--- config.mk ---
export PLATFORM = sky130hd
export DESIGN_NAME = perf_sample_unit
export DESIGN_NICKNAME = d
export VERILOG_FILES = /design/src/rtl/perf_sample_pkg.sv /design/src/rtl/perf_sample_fifo.sv /design/src/rtl/perf_sample_unit.sv
export SDC_FILE = /design/constraint.sdc
export NUM_CORES = 1
export LEC_CHECK = 0
export ABC_CLOCK_PERIOD_IN_PS = 9600
export BUFFER_PORTS_ARGS = -buffer_cell sky130_fd_sc_hd__buf_4
export CORE_MARGIN = 5
export CORE_UTILIZATION = 55
export DETAILED_ROUTE_END_ITERATION = 16
export GPL_ROUTABILITY_DRIVEN = 0
export PLACE_DENSITY = 0.71
export SLEW_MARGIN = 10
export SYNTH_ARGS = -nofsm -noshare
export SYNTH_HDL_FRONTEND = slang
export SYNTH_HIERARCHICAL = 1
export SYNTH_SLANG_ARGS = --single-unit
--- constraint.sdc ---
create_clock -name clk -period 9.6 [get_ports clk]
set_clock_uncertainty 0.1 [all_clocks]
set_input_delay 0 -clock clk [delete_from_list [all_inputs] [get_ports clk]]
set_output_delay 0 -clock clk [all_outputs]
set_load 0.02 [all_outputs]
--- src/rtl/perf_sample_pkg.sv ---
`default_nettype none
// +----------------------------------------------------------------------------+
// | Module  : perf_sample_pkg                                                  |
// | Purpose : Shared types for the performance sampling unit: the per-window   |
// |           sample record, the sampler FSM states and a wrap-safe delta      |
// |           helper.                                                          |
// | Rev     : 1.0  initial release                                             |
// +----------------------------------------------------------------------------+
package perf_sample_pkg;

  localparam int CNT_W = 32;

  typedef struct packed {
    logic [CNT_W-1:0] total;
    logic [CNT_W-1:0] stall;
    logic [CNT_W-1:0] mispredict;
  } sample_t;

  localparam int SAMPLE_W = $bits(sample_t);

  typedef enum logic [0:0] {
    IDLE = 1'b0,
    RUN  = 1'b1
  } perf_state_e;

  // Field-wise modulo-2^32 difference; stays correct when a monitor
  // counter wraps inside the window.
  function automatic sample_t sample_delta(input sample_t cur, input sample_t base);
    sample_t d;
    d.total      = cur.total      - base.total;
    d.stall      = cur.stall      - base.stall;
    d.mispredict = cur.mispredict - base.mispredict;
    return d;
  endfunction

endpackage
`default_nettype wire

--- src/rtl/perf_sample_fifo.sv ---
`default_nettype none
// +----------------------------------------------------------------------------+
// | Module  : perf_sample_fifo                                                 |
// | Purpose : Small synchronous FIFO whose head entry is a register, so the    |
// |           output data comes straight from flops.                           |
// | Ports   : clk, rst      - clock, synchronous active-high reset            |
// |           i_push/i_data - write request and data                           |
// |           i_pop         - reader ready; pops only when non-empty           |
// |           o_head        - oldest entry (valid when !o_empty)               |
// |           o_empty/o_full- occupancy flags                                  |
// | Rev     : 1.0  initial release                                             |
// +----------------------------------------------------------------------------+
module perf_sample_fifo
  import perf_sample_pkg::*;
#(
  parameter int WIDTH = SAMPLE_W,
  parameter int DEPTH = 4
) (
  input  logic             clk,
  input  logic             rst,
  input  logic             i_push,
  input  logic [WIDTH-1:0] i_data,
  input  logic             i_pop,
  output logic [WIDTH-1:0] o_head,
  output logic             o_empty,
  output logic             o_full
);

  localparam int AW = (DEPTH > 1) ? $clog2(DEPTH) : 1;
  localparam int CW = $clog2(DEPTH + 1);

  logic [WIDTH-1:0] r_mem [DEPTH];
  logic [CW-1:0]    r_count;

  logic             w_pop;
  logic             w_push_ok;
  logic [AW-1:0]    w_wr_idx;

  assign o_empty   = (r_count == '0);
  assign o_full    = (r_count == CW'(DEPTH));
  // A pop needs something to pop: push+pop on an empty FIFO is a pure push.
  assign w_pop     = !o_empty && i_pop;
  // A pop on the same edge frees the slot a full FIFO needs.
  assign w_push_ok = i_push && (!o_full || w_pop);
  // Entry 0 is the head; the new entry lands just past the last survivor.
  // With a power-of-two depth, count==DEPTH wraps to 0 here and the
  // subtraction of the pop brings it back to DEPTH-1.
  assign w_wr_idx  = r_count[AW-1:0] - AW'(w_pop);
  assign o_head    = r_mem[0];

  always_ff @(posedge clk) begin
    if (rst) begin
      for (int i = 0; i < DEPTH; i++) r_mem[i] <= '0;
      r_count <= '0;
    end else begin
      if (w_pop) begin
        for (int i = 0; i < DEPTH - 1; i++) r_mem[i] <= r_mem[i+1];
      end
      if (w_push_ok) r_mem[w_wr_idx] <= i_data;
      r_count <= r_count + CW'(w_push_ok) - CW'(w_pop);
    end
  end

endmodule
`default_nettype wire

--- src/rtl/perf_sample_unit.sv ---
`default_nettype none
// +----------------------------------------------------------------------------+
// | Module  : perf_sample_unit                                                 |
// | Purpose : Slices the free-running pipeline monitor counters into abutting  |
// |           WINDOW_CYCLES-long windows, queues each window's deltas and      |
// |           streams them out on a valid/ready interface.                     |
// | Ports   : clk, rst            - clock, synchronous active-high reset      |
// |           enable              - sampling enable                            |
// |           total_cycles, stall_cycles, branch_mispredicts - monitor inputs  |
// |           sample_valid/ready  - output stream handshake                    |
// |           sample_total/stall/mispredict - head sample                      |
// |           drop_count          - saturating count of dropped samples        |
// |           overflow            - sticky, set on first drop                  |
// | Option  : PERF_SAMPLE_ALARM_EN adds stall_thresh (in) and stall_alarm      |
// |           (out), a one-cycle pulse after a window whose stall delta        |
// |           exceeds stall_thresh.                                            |
// | Rev     : 1.0  initial release                                             |
// +----------------------------------------------------------------------------+
module perf_sample_unit
  import perf_sample_pkg::*;
#(
  parameter int WINDOW_CYCLES = 16,
  parameter int FIFO_DEPTH    = 4,
  parameter int DROP_W        = 16
) (
  input  logic              clk,
  input  logic              rst,
`ifdef PERF_SAMPLE_ALARM_EN
  input  logic [CNT_W-1:0]  stall_thresh,
  output logic              stall_alarm,
`endif
  input  logic              enable,
  input  logic [CNT_W-1:0]  total_cycles,
  input  logic [CNT_W-1:0]  stall_cycles,
  input  logic [CNT_W-1:0]  branch_mispredicts,
  output logic              sample_valid,
  input  logic              sample_ready,
  output logic [CNT_W-1:0]  sample_total,
  output logic [CNT_W-1:0]  sample_stall,
  output logic [CNT_W-1:0]  sample_mispredict,
  output logic [DROP_W-1:0] drop_count,
  output logic              overflow
);

  localparam int               c_win_w    = 16;
  localparam logic [c_win_w-1:0] c_win_last = c_win_w'(WINDOW_CYCLES - 1);

  perf_state_e        r_state;
  perf_state_e        w_state_next;
  logic               w_load_base;
  logic               w_cnt_clr;
  logic               w_cnt_inc;
  logic               w_close;

  logic [c_win_w-1:0] r_win_cnt;
  sample_t            r_base;
  sample_t            w_cur;
  sample_t            w_delta;
  sample_t            w_head;
  logic               w_fifo_empty;
  logic               w_fifo_full;
  logic               w_drop;
  logic [DROP_W-1:0]  r_drop_count;
  logic               r_overflow;

  assign w_cur.total      = total_cycles;
  assign w_cur.stall      = stall_cycles;
  assign w_cur.mispredict = branch_mispredicts;
  assign w_delta          = sample_delta(w_cur, r_base);

  always_ff @(posedge clk) begin
    if (rst) r_state <= IDLE;
    else     r_state <= w_state_next;
  end

  always_comb begin
    w_state_next = r_state;
    w_load_base  = 1'b0;
    w_cnt_clr    = 1'b0;
    w_cnt_inc    = 1'b0;
    w_close      = 1'b0;
    case (r_state)
      IDLE: begin
        if (enable) begin
          w_state_next = RUN;
          w_load_base  = 1'b1;
          w_cnt_clr    = 1'b1;
        end
      end
      RUN: begin
        if (!enable) begin
          w_state_next = IDLE;
        end else if (r_win_cnt == c_win_last) begin
          // Close and immediately reopen: the same-cycle inputs are both
          // this window's end point and the next window's base.
          w_close     = 1'b1;
          w_load_base = 1'b1;
          w_cnt_clr   = 1'b1;
        end else begin
          w_cnt_inc = 1'b1;
        end
      end
      default: w_state_next = IDLE;
    endcase
  end

  always_ff @(posedge clk) begin
    if (rst) begin
      r_win_cnt <= '0;
      r_base    <= '0;
    end else begin
      if (w_cnt_clr)      r_win_cnt <= '0;
      else if (w_cnt_inc) r_win_cnt <= r_win_cnt + c_win_w'(1);
      if (w_load_base)    r_base    <= w_cur;
    end
  end

  perf_sample_fifo #(
    .WIDTH (SAMPLE_W),
    .DEPTH (FIFO_DEPTH)
  ) u_fifo (
    .clk     (clk),
    .rst     (rst),
    .i_push  (w_close),
    .i_data  (w_delta),
    .i_pop   (sample_ready),
    .o_head  (w_head),
    .o_empty (w_fifo_empty),
    .o_full  (w_fifo_full)
  );

  assign sample_valid      = !w_fifo_empty;
  assign sample_total      = w_head.total;
  assign sample_stall      = w_head.stall;
  assign sample_mispredict = w_head.mispredict;

  // A same-edge pop makes room, so only a push into a full, non-draining
  // FIFO is lost.
  assign w_drop = w_close && w_fifo_full && !(sample_valid && sample_ready);

  always_ff @(posedge clk) begin
    if (rst) begin
      r_drop_count <= '0;
      r_overflow   <= 1'b0;
    end else if (w_drop) begin
      if (r_drop_count != {DROP_W{1'b1}}) r_drop_count <= r_drop_count + DROP_W'(1);
      r_overflow <= 1'b1;
    end
  end

  assign drop_count = r_drop_count;
  assign overflow   = r_overflow;

`ifdef PERF_SAMPLE_ALARM_EN
  // Evaluated on the delta itself, so it fires even when the sample is dropped.
  logic r_stall_alarm;

  always_ff @(posedge clk) begin
    if (rst) r_stall_alarm <= 1'b0;
    else     r_stall_alarm <= w_close && (w_delta.stall > stall_thresh);
  end

  assign stall_alarm = r_stall_alarm;
`endif

endmodule
`default_nettype wire
==> impl_metrics.ini, run 1 <==
[cts]
clockRootBuffer = sky130_fd_sc_hd__clkbuf_16
htree_num_levels = 2
postCtsSetupBuffers = 0
maximum_number_of_buffers_from_clock_root_to_sink = 3
clkTransAtPathRegs_ps = 60
tritoncts = built
clk_lat_worst_skew_ps = 600
numCtsBuffers = 57
clock_sink_count = 517

[timing]
rsz0062_at_grt = false
fin_crit_ps = 4690
fmax_mhz = 213
worst-slew-pin-transition_ps = 1230
final_hold_viol_count = 0
tns_ps = 0
slew_headroom_pct = 18.1
min_period_over_period_pct = 48.9
setup_viol = 0
drv_slew = 0

[place]
port_buffers = 213
dp_hpwl_um = 41900
place.detailed.instances = 3361

[power]
power.combinational.fraction_pct = 23.0
peakVddDrop_v = 0.000148
share_clk_of_total_power_pct = 32.1
post-layout-total-power_mw = 6.59
pint_mw = 4.63
sequentialPowerShare_pct = 44.8
pwr_dens_nw_per_um2 = 193
cellLeakagePower_nw = 15.0
switching_power_mw = 1.96
switching_share_pct = 29.7

[setup_path]
worst_r2r_startpoint = r_win_cnt[15]$_SDFFE_PP0P_
required_ps = 9720
critical_path.endpoint_type = register
worst_path_largest_cell_delay_ps = 800
crit_start = r_win_cnt[15]$_SDFFE_PP0P_
r2r_setup_slack_ps = 4910
register_to_register_path_depth = 7
crit_start_category = register
cp.buffers_inverters = 1
regToRegEndpoint = u_fifo/r_mem[1][76]$_DFFE_PP_
critical_path_cell_count = 7
crit_chain = nor4_1, nand4_1, nor2_1, nor3b_1, nand3_4, nand2_4, buf_4
cp_data_arrival_time_ps = 4810
cp_max_fo = 52
critPathTopFamily = simple AND/OR/NAND/NOR gates
worst-setup-path-type = register to register
crit_slowest_cell = sky130_fd_sc_hd__nand2_4
crit_end = u_fifo/r_mem[1][76]$_DFFE_PP_

[route]
post-route-drc-count = 0
final_routed_wire_length_divided_by_cell_count_um = 18.7
drt_wl_total_um = 68000
drt_pass1_iterations = 5
viasPerCell = 5.68
vias = 20600
drt_first_iter_violations = 1320
route.antenna.remaining_nets = 0

[synth]
synth_async_sr_flop_share_pct = 0
synth.yosys.seq_area_share_pct = 49.2
synth_ff_type = sky130_fd_sc_hd__edfxtp_1
post_synth.cell_area_avg_um2 = 11.1
synthDominantAreaCellType = sky130_fd_sc_hd__edfxtp_1
synth_edf_count = 384
synth.cell_area_um2 = 28900
postSynthCellCount = 2610
ys.warnings.count = 6
synth_nets = 2811
synth_cell_type_count = 68
post_synth_main_area_contributors = sky130_fd_sc_hd__edfxtp_1, sky130_fd_sc_hd__mux2_2, sky130_fd_sc_hd__dfxtp_1
yosys.area.top_type_share_pct = 39.9
postSynthRegisterBits = 517

[hold_path]
min_path_type = input pin to register

[floorplanning]
design.die.area_um2 = 57200
die_width_um = 239
core.rowCount = 84
die_y_um = 239
effective_utilization_at_floorplan_pct = 55.3
floorplan.core_area_um2 = 52200
io_pins = 214

[cells_and_area]
layout.nets = 3098
num_antenna_cells = 0
finish.cell_count_without_fillers = 3630
layout.core_utilization_pct = 65.4
syn_to_layout_area_delta_pct = 18.3
layout.filler_cells = 3960
final_layout_size_suffix_gt1_share_pct = 19.4
seq_area_um2 = 14200
area_of_the_multi_input_gates_um2 = 13400

[global_route]
number_of_global_route_vias_before_repair = 20400
number_of_antenna_violations_at_the_first_check_in_global_routing = 0
grt_max_degree = 291
global_route_usage_sum_pct = 23.1
global_route.overflow_total = 0
grt_pass1_wl_um = 109000

[run]
max_cap_violations = 0

[status]
result_of_the_run = complete, no violations
area by class of cell:
type                    instances  area share, %
flip-flops and latches        517           41.6
multi-input cells            1794           39.3
repair buffers                389           9.82
clock buffers                  71           4.39
well taps                     688           2.52
inverters                     138           1.52
clock inverters                33          0.850
what timing repair did:
action,CTS,global route
hold endpoints to repair,125,0
hold buffers,165,0
gates resized for setup,0,0
cell usage after synthesis (3+ instances only):
library cell and instances:
sky130_fd_sc_hd__edfxtp_1 384, sky130_fd_sc_hd__and3b_1 289, sky130_fd_sc_hd__nand2_1 256, sky130_fd_sc_hd__mux2_2 249, sky130_fd_sc_hd__a21oi_1 197, sky130_fd_sc_hd__inv_1 138
sky130_fd_sc_hd__dfxtp_1 133, sky130_fd_sc_hd__clkbuf_1 117, sky130_fd_sc_hd__and2_1 102, sky130_fd_sc_hd__ha_1 97, sky130_fd_sc_hd__nor2_1 89, sky130_fd_sc_hd__xnor2_1 70
sky130_fd_sc_hd__o21ai_0 66, sky130_fd_sc_hd__xor2_1 44, sky130_fd_sc_hd__mux2_1 39, sky130_fd_sc_hd__a21o_1 32, sky130_fd_sc_hd__nand3_1 31, sky130_fd_sc_hd__nor2b_1 24
sky130_fd_sc_hd__nor3_1 21, sky130_fd_sc_hd__buf_6 20, sky130_fd_sc_hd__and3_1 19, sky130_fd_sc_hd__nand4_1 17, sky130_fd_sc_hd__o21bai_1 14, sky130_fd_sc_hd__a31oi_1 13
sky130_fd_sc_hd__buf_2 13, sky130_fd_sc_hd__o21a_1 13, sky130_fd_sc_hd__nand2b_1 12, sky130_fd_sc_hd__or3_1 10, sky130_fd_sc_hd__o211ai_1 8, sky130_fd_sc_hd__a211oi_1 7
sky130_fd_sc_hd__nor4_1 7, sky130_fd_sc_hd__buf_4 6, sky130_fd_sc_hd__buf_1 5, sky130_fd_sc_hd__a2111oi_0 4, sky130_fd_sc_hd__and4_1 4, sky130_fd_sc_hd__fa_1 4
sky130_fd_sc_hd__mux2i_1 3, sky130_fd_sc_hd__nand3_2 3, sky130_fd_sc_hd__o22ai_1 3, sky130_fd_sc_hd__o31a_1 3, sky130_fd_sc_hd__o31ai_1 3, sky130_fd_sc_hd__o41ai_1 3
sky130_fd_sc_hd__or4_1 3
power groups by stage:
stage                     sequential, mW  combinational [mW]  clock, mW
final                               2.96                1.52       2.12
after detailed placement            3.00                1.46          0
after global routing                2.98                1.65       2.26
after floorplan                     3.08               0.854          0
after CTS                           2.96                1.52       2.16
after global placement              2.99                1.43          0
cells by family (layout without fill, tap and decap cells):
logic type	Yosys count	count (layout)	synth area share [%]
xor gates and xnor gates	114	114	3.46
buffers and inverters	299	631	4.54
AOI/OAI and AO/OA	393	393	8.12
DFF	517	517	49.2
muxes	291	291	11.3
and+or+nand+nor	895	895	18.9
adders and majority gates	101	101	4.48
per-layer routing:
layer | part of all wire, % | track usage, %
met2 | 49 | 39.3
met4 | 3.4 | 8.23
met5 | 0 | 0
met3 | 3.8 | 2.54
met1 | 44 | 31.0
through the flow:
stage / hold slack [ps] / setup WS (ps) / instance area [um^2]
4_1_cts: 74.4 / 4910 / 34200
5_1_grt: 96.8 / 4610 / 34200
2_1_floorplan: 28.2 / 4850 / 28900
3_3_place_gp: 162 / 5050 / 30700
3_5_place_dp: 165 / 4920 / 30700
6_report: 107 / 4910 / 34200
worst min-delay path by stage:
stage                               start  cells after the start  slack [ps]                 endpoint
after floorplan                    enable                      1          30       r_state$_SDFF_PP0_
after global placement    total_cycles[5]                      3         160  r_base[69]$_SDFFE_PP0P_
after detailed placement           enable                      2         170       r_state$_SDFF_PP0_
after CTS                 stall_cycles[0]                      4          70  r_base[32]$_SDFFE_PP0P_
after global routing      stall_cycles[0]                      4         100  r_base[32]$_SDFFE_PP0P_
final                     stall_cycles[0]                      4         110  r_base[32]$_SDFFE_PP0P_
layout by cell type, fill, tap and decap left out, drive strengths merged, types with 7 or more instances in the layout:
master,instances
a21oi,197
nor2,89
o21bai,14
and3,20
dlygate4sd3,165
buf,224
nand4,18
dfxtp,133
nor2b,24
and3b,289
xor2,44
xnor2,70
nor3,21
nand2b,12
edfxtp,384
or3,10
ha,97
nand2,256
clkinv,23
a21o,32
o21a,13
a211oi,7
a31oi,13
nor4,7
o21ai,66
and2,102
nand3,35
inv,138
o211ai,8
mux2,288
clkbuf,71
worst min-delay path, delay by kind of cell:
family	cells	cell delay, ps
buffers and inverters	2	630
AO/OA/AOI/OAI	1	100
AND/OR/NAND/NOR	1	40
registers in the layout, indices dropped and copies added (netlist names):
signal / flops
r_state: 1
r_base: 96
r_win_cnt: 16
overflow: 1
u_fifo/r_count: 3
drop_count: 16
u_fifo/r_mem: 384
Power figures use the tool's default switching activity.
==> run 2: changes to the inputs <==
--- a/config.mk
+++ b/config.mk
@@ -5,13 +5,13 @@
 export SDC_FILE = /design/constraint.sdc
 export NUM_CORES = 1
 export LEC_CHECK = 0
-export ABC_CLOCK_PERIOD_IN_PS = 9600
+export ABC_CLOCK_PERIOD_IN_PS = 3900
 export BUFFER_PORTS_ARGS = -buffer_cell sky130_fd_sc_hd__buf_4
 export CORE_MARGIN = 5
 export CORE_UTILIZATION = 55
 export DETAILED_ROUTE_END_ITERATION = 16
 export GPL_ROUTABILITY_DRIVEN = 0
-export PLACE_DENSITY = 0.71
+export PLACE_DENSITY = 0.74
 export SLEW_MARGIN = 10
 export SYNTH_ARGS = -nofsm -noshare
 export SYNTH_HDL_FRONTEND = slang
==> constraint.sdc (replaced) <==
create_clock -name clk -period 3.9 [get_ports clk]
set_clock_uncertainty 0.1 [all_clocks]
set_input_delay 0 -clock clk [delete_from_list [all_inputs] [get_ports clk]]
set_output_delay 0 -clock clk [all_outputs]
set_load 0.02 [all_outputs]
==> impl_metrics.ini, run 2 (synthesis gave the netlist of run 1 again) <==
[status]
result_of_the_run = complete, no violations

[timing]
fmax_mhz = 276
tns_ps = 0
drv_slew = 0
final_hold_viol_count = 0
slew_headroom_pct = 31.0
setup_viol = 0
worst-slew-pin-transition_ps = 1040
post-route-worst-setup-slack_ps = 282
fin_crit_ps = 3620
rsz0062_at_grt = false
min_period_over_period_pct = 92.8

[route]
viasPerCell = 5.76
vias = 20900
drt_wl_total_um = 70400
drt_pass1_iterations = 5
final_routed_wire_length_divided_by_cell_count_um = 19.4
drt_first_iter_violations = 1364
post-route-drc-count = 0
route.antenna.remaining_nets = 0

[global_route]
number_of_global_route_vias_before_repair = 21600
global_route.overflow_total = 0
number_of_antenna_violations_at_the_first_check_in_global_routing = 2
grt_max_degree = 291
grt_pass1_wl_um = 113000
global_route_usage_sum_pct = 24.0

[floorplanning]
effective_utilization_at_floorplan_pct = 55.3
die_y_um = 239
die_width_um = 239
io_pins = 214
floorplan.core_area_um2 = 52200
design.die.area_um2 = 57200
core.rowCount = 84

[place]
dpl_worst_slack_ps = 221
port_buffers = 213
place.detailed.instances = 3379
dp_hpwl_um = 43200

[power]
pint_mw = 11.4
switching_power_mw = 4.84
post-layout-total-power_mw = 16.3
sequentialPowerShare_pct = 44.5
cellLeakagePower_nw = 15.1
pwr_dens_nw_per_um2 = 473
peakVddDrop_v = 0.000516
switching_share_pct = 29.8
share_clk_of_total_power_pct = 31.6
power.combinational.fraction_pct = 23.8

[cells_and_area]
layout_common_cells = sky130_fd_sc_hd__edfxtp_1, sky130_fd_sc_hd__and3b_1, sky130_fd_sc_hd__nand2_1
layout_top_registers = u_fifo/r_mem (384), r_base (96)
finish.cell_count_without_fillers = 3636
layout.core_utilization_pct = 65.7
max_flop_register = u_fifo/r_mem
layout.nets = 3104
largest_register_ffs = 384
most_common_library_cell_in_the_layout_ignoring_fill_and_taps = sky130_fd_sc_hd__edfxtp_1
syn_to_layout_area_delta_pct = 18.9
num_antenna_cells = 0
final_layout_size_suffix_gt1_share_pct = 20.0

[setup_path]
required_ps = 4150
cp_max_fo = 4
regToRegEndpoint = u_fifo/r_mem[0][88]$_DFFE_PP_
register_to_register_path_depth = 13
worst-setup-path-type = register to register
crit_start = r_base[64]$_SDFFE_PP0P_
worst_r2r_startpoint = r_base[64]$_SDFFE_PP0P_
cp_data_arrival_time_ps = 3870
critical_path.endpoint_type = register
r2r_setup_slack_ps = 280
crit_start_category = register

[cts]
numCtsBuffers = 54
clock_sink_count = 517
clk_lat_worst_skew_ps = 600
maximum_number_of_buffers_from_clock_root_to_sink = 3
clkTransAtPathRegs_ps = 60
clockRootBuffer = sky130_fd_sc_hd__clkbuf_16
htree_num_levels = 2
tritoncts = built

[hold_path]
hold_path_end = r_base[38]$_SDFFE_PP0P_
hold_path_depth = 4
min_path_type = input pin to register
hold_path_startpoint = stall_cycles[6]

[run]
max_cap_violations = 0
==> run 2: changes by cell type in the layout (fill, tap and decap cells not counted), sizes merged <==
| cell | previous run | this run |
|---|---|---|
| buf | 224 | 242 |
| bufinv | 5 | 4 |
| clkinv | 23 | 24 |
| clkinvlp | 5 | 1 |
| dlygate4sd3 | 165 | 156 |
| inv | 138 | 139 |
==> run 2: through the flow <==
step	instance area (um^2)	hold WS, ps
floorplan	28900	28.2
global placement	31000	159
detailed placement	31000	169
CTS	34300	74.6
global route	34300	100
finish	34300	111
==> run 2: worst max-delay path by stage <==
stage / cells after the start / slack [ps] / to
2_1_floorplan: 10 / 100 / u_fifo/r_mem[1][0]$_DFFE_PP_
3_3_place_gp: 13 / 240 / u_fifo/r_mem[0][88]$_DFFE_PP_
3_5_place_dp: 13 / 220 / u_fifo/r_mem[0][88]$_DFFE_PP_
4_1_cts: 13 / 180 / u_fifo/r_mem[0][88]$_DFFE_PP_
5_1_grt: 13 / 1 / u_fifo/r_mem[0][88]$_DFFE_PP_
6_report: 13 / 280 / u_fifo/r_mem[0][88]$_DFFE_PP_
==> run 2: repair_timing <==
| action | in CTS | in global routing |
|---|---|---|
| gates resized for setup | 0 | 1 |
| endpoints found under the setup margin | 0 | 6 |
| setup buffers | 0 | 0 |
| hold buffers | 156 | 0 |
| hold endpoints to repair | 134 | 0 |
==> run 2: power by group through the flow <==
stage          logic, mW  registers, mW  clock network (mW)
2_1_floorplan       2.10           7.55                   0
3_3_place_gp        3.62           7.31                   0
3_5_place_dp        3.72           7.36                   0
4_1_cts             3.87           7.25                5.25
5_1_grt             4.19           7.30                5.49
6_report            3.87           7.24                5.14
==> run 2: worst max-delay path, stage by stage, from the launching register on <==
cell and delay (ps):
sky130_fd_sc_hd__dfxtp_1 320, sky130_fd_sc_hd__ha_1 210, sky130_fd_sc_hd__fa_1 400, sky130_fd_sc_hd__nor2b_1 130, sky130_fd_sc_hd__o21a_1 140, sky130_fd_sc_hd__o21ai_0 150, sky130_fd_sc_hd__a2111oi_1 520, sky130_fd_sc_hd__buf_4 210
sky130_fd_sc_hd__nor2_1 80, sky130_fd_sc_hd__o41ai_1 320, sky130_fd_sc_hd__buf_4 190, sky130_fd_sc_hd__a31oi_1 100, sky130_fd_sc_hd__xnor2_1 180, sky130_fd_sc_hd__mux2_1 310
==> run 2: final cells by class <==
type                            count  area [um^2]
Timing Repair Buffer              398         3570
Clock buffer                       71         1510
Multi-Input combinational cell   1794        13400
Inverter                          138          518
Tap cell                          688          861
Fill cell                        3883        17900
Clock inverter                     30          251
Sequential cell                   517        14200
==> run 2: layer usage <==
layer | global-route usage, % | part of all wire [%]
met1 | 31.3 | 43
met2 | 42.1 | 50
met3 | 3.17 | 4.4
met4 | 7.31 | 2.7
met5 | 0 | 0.037
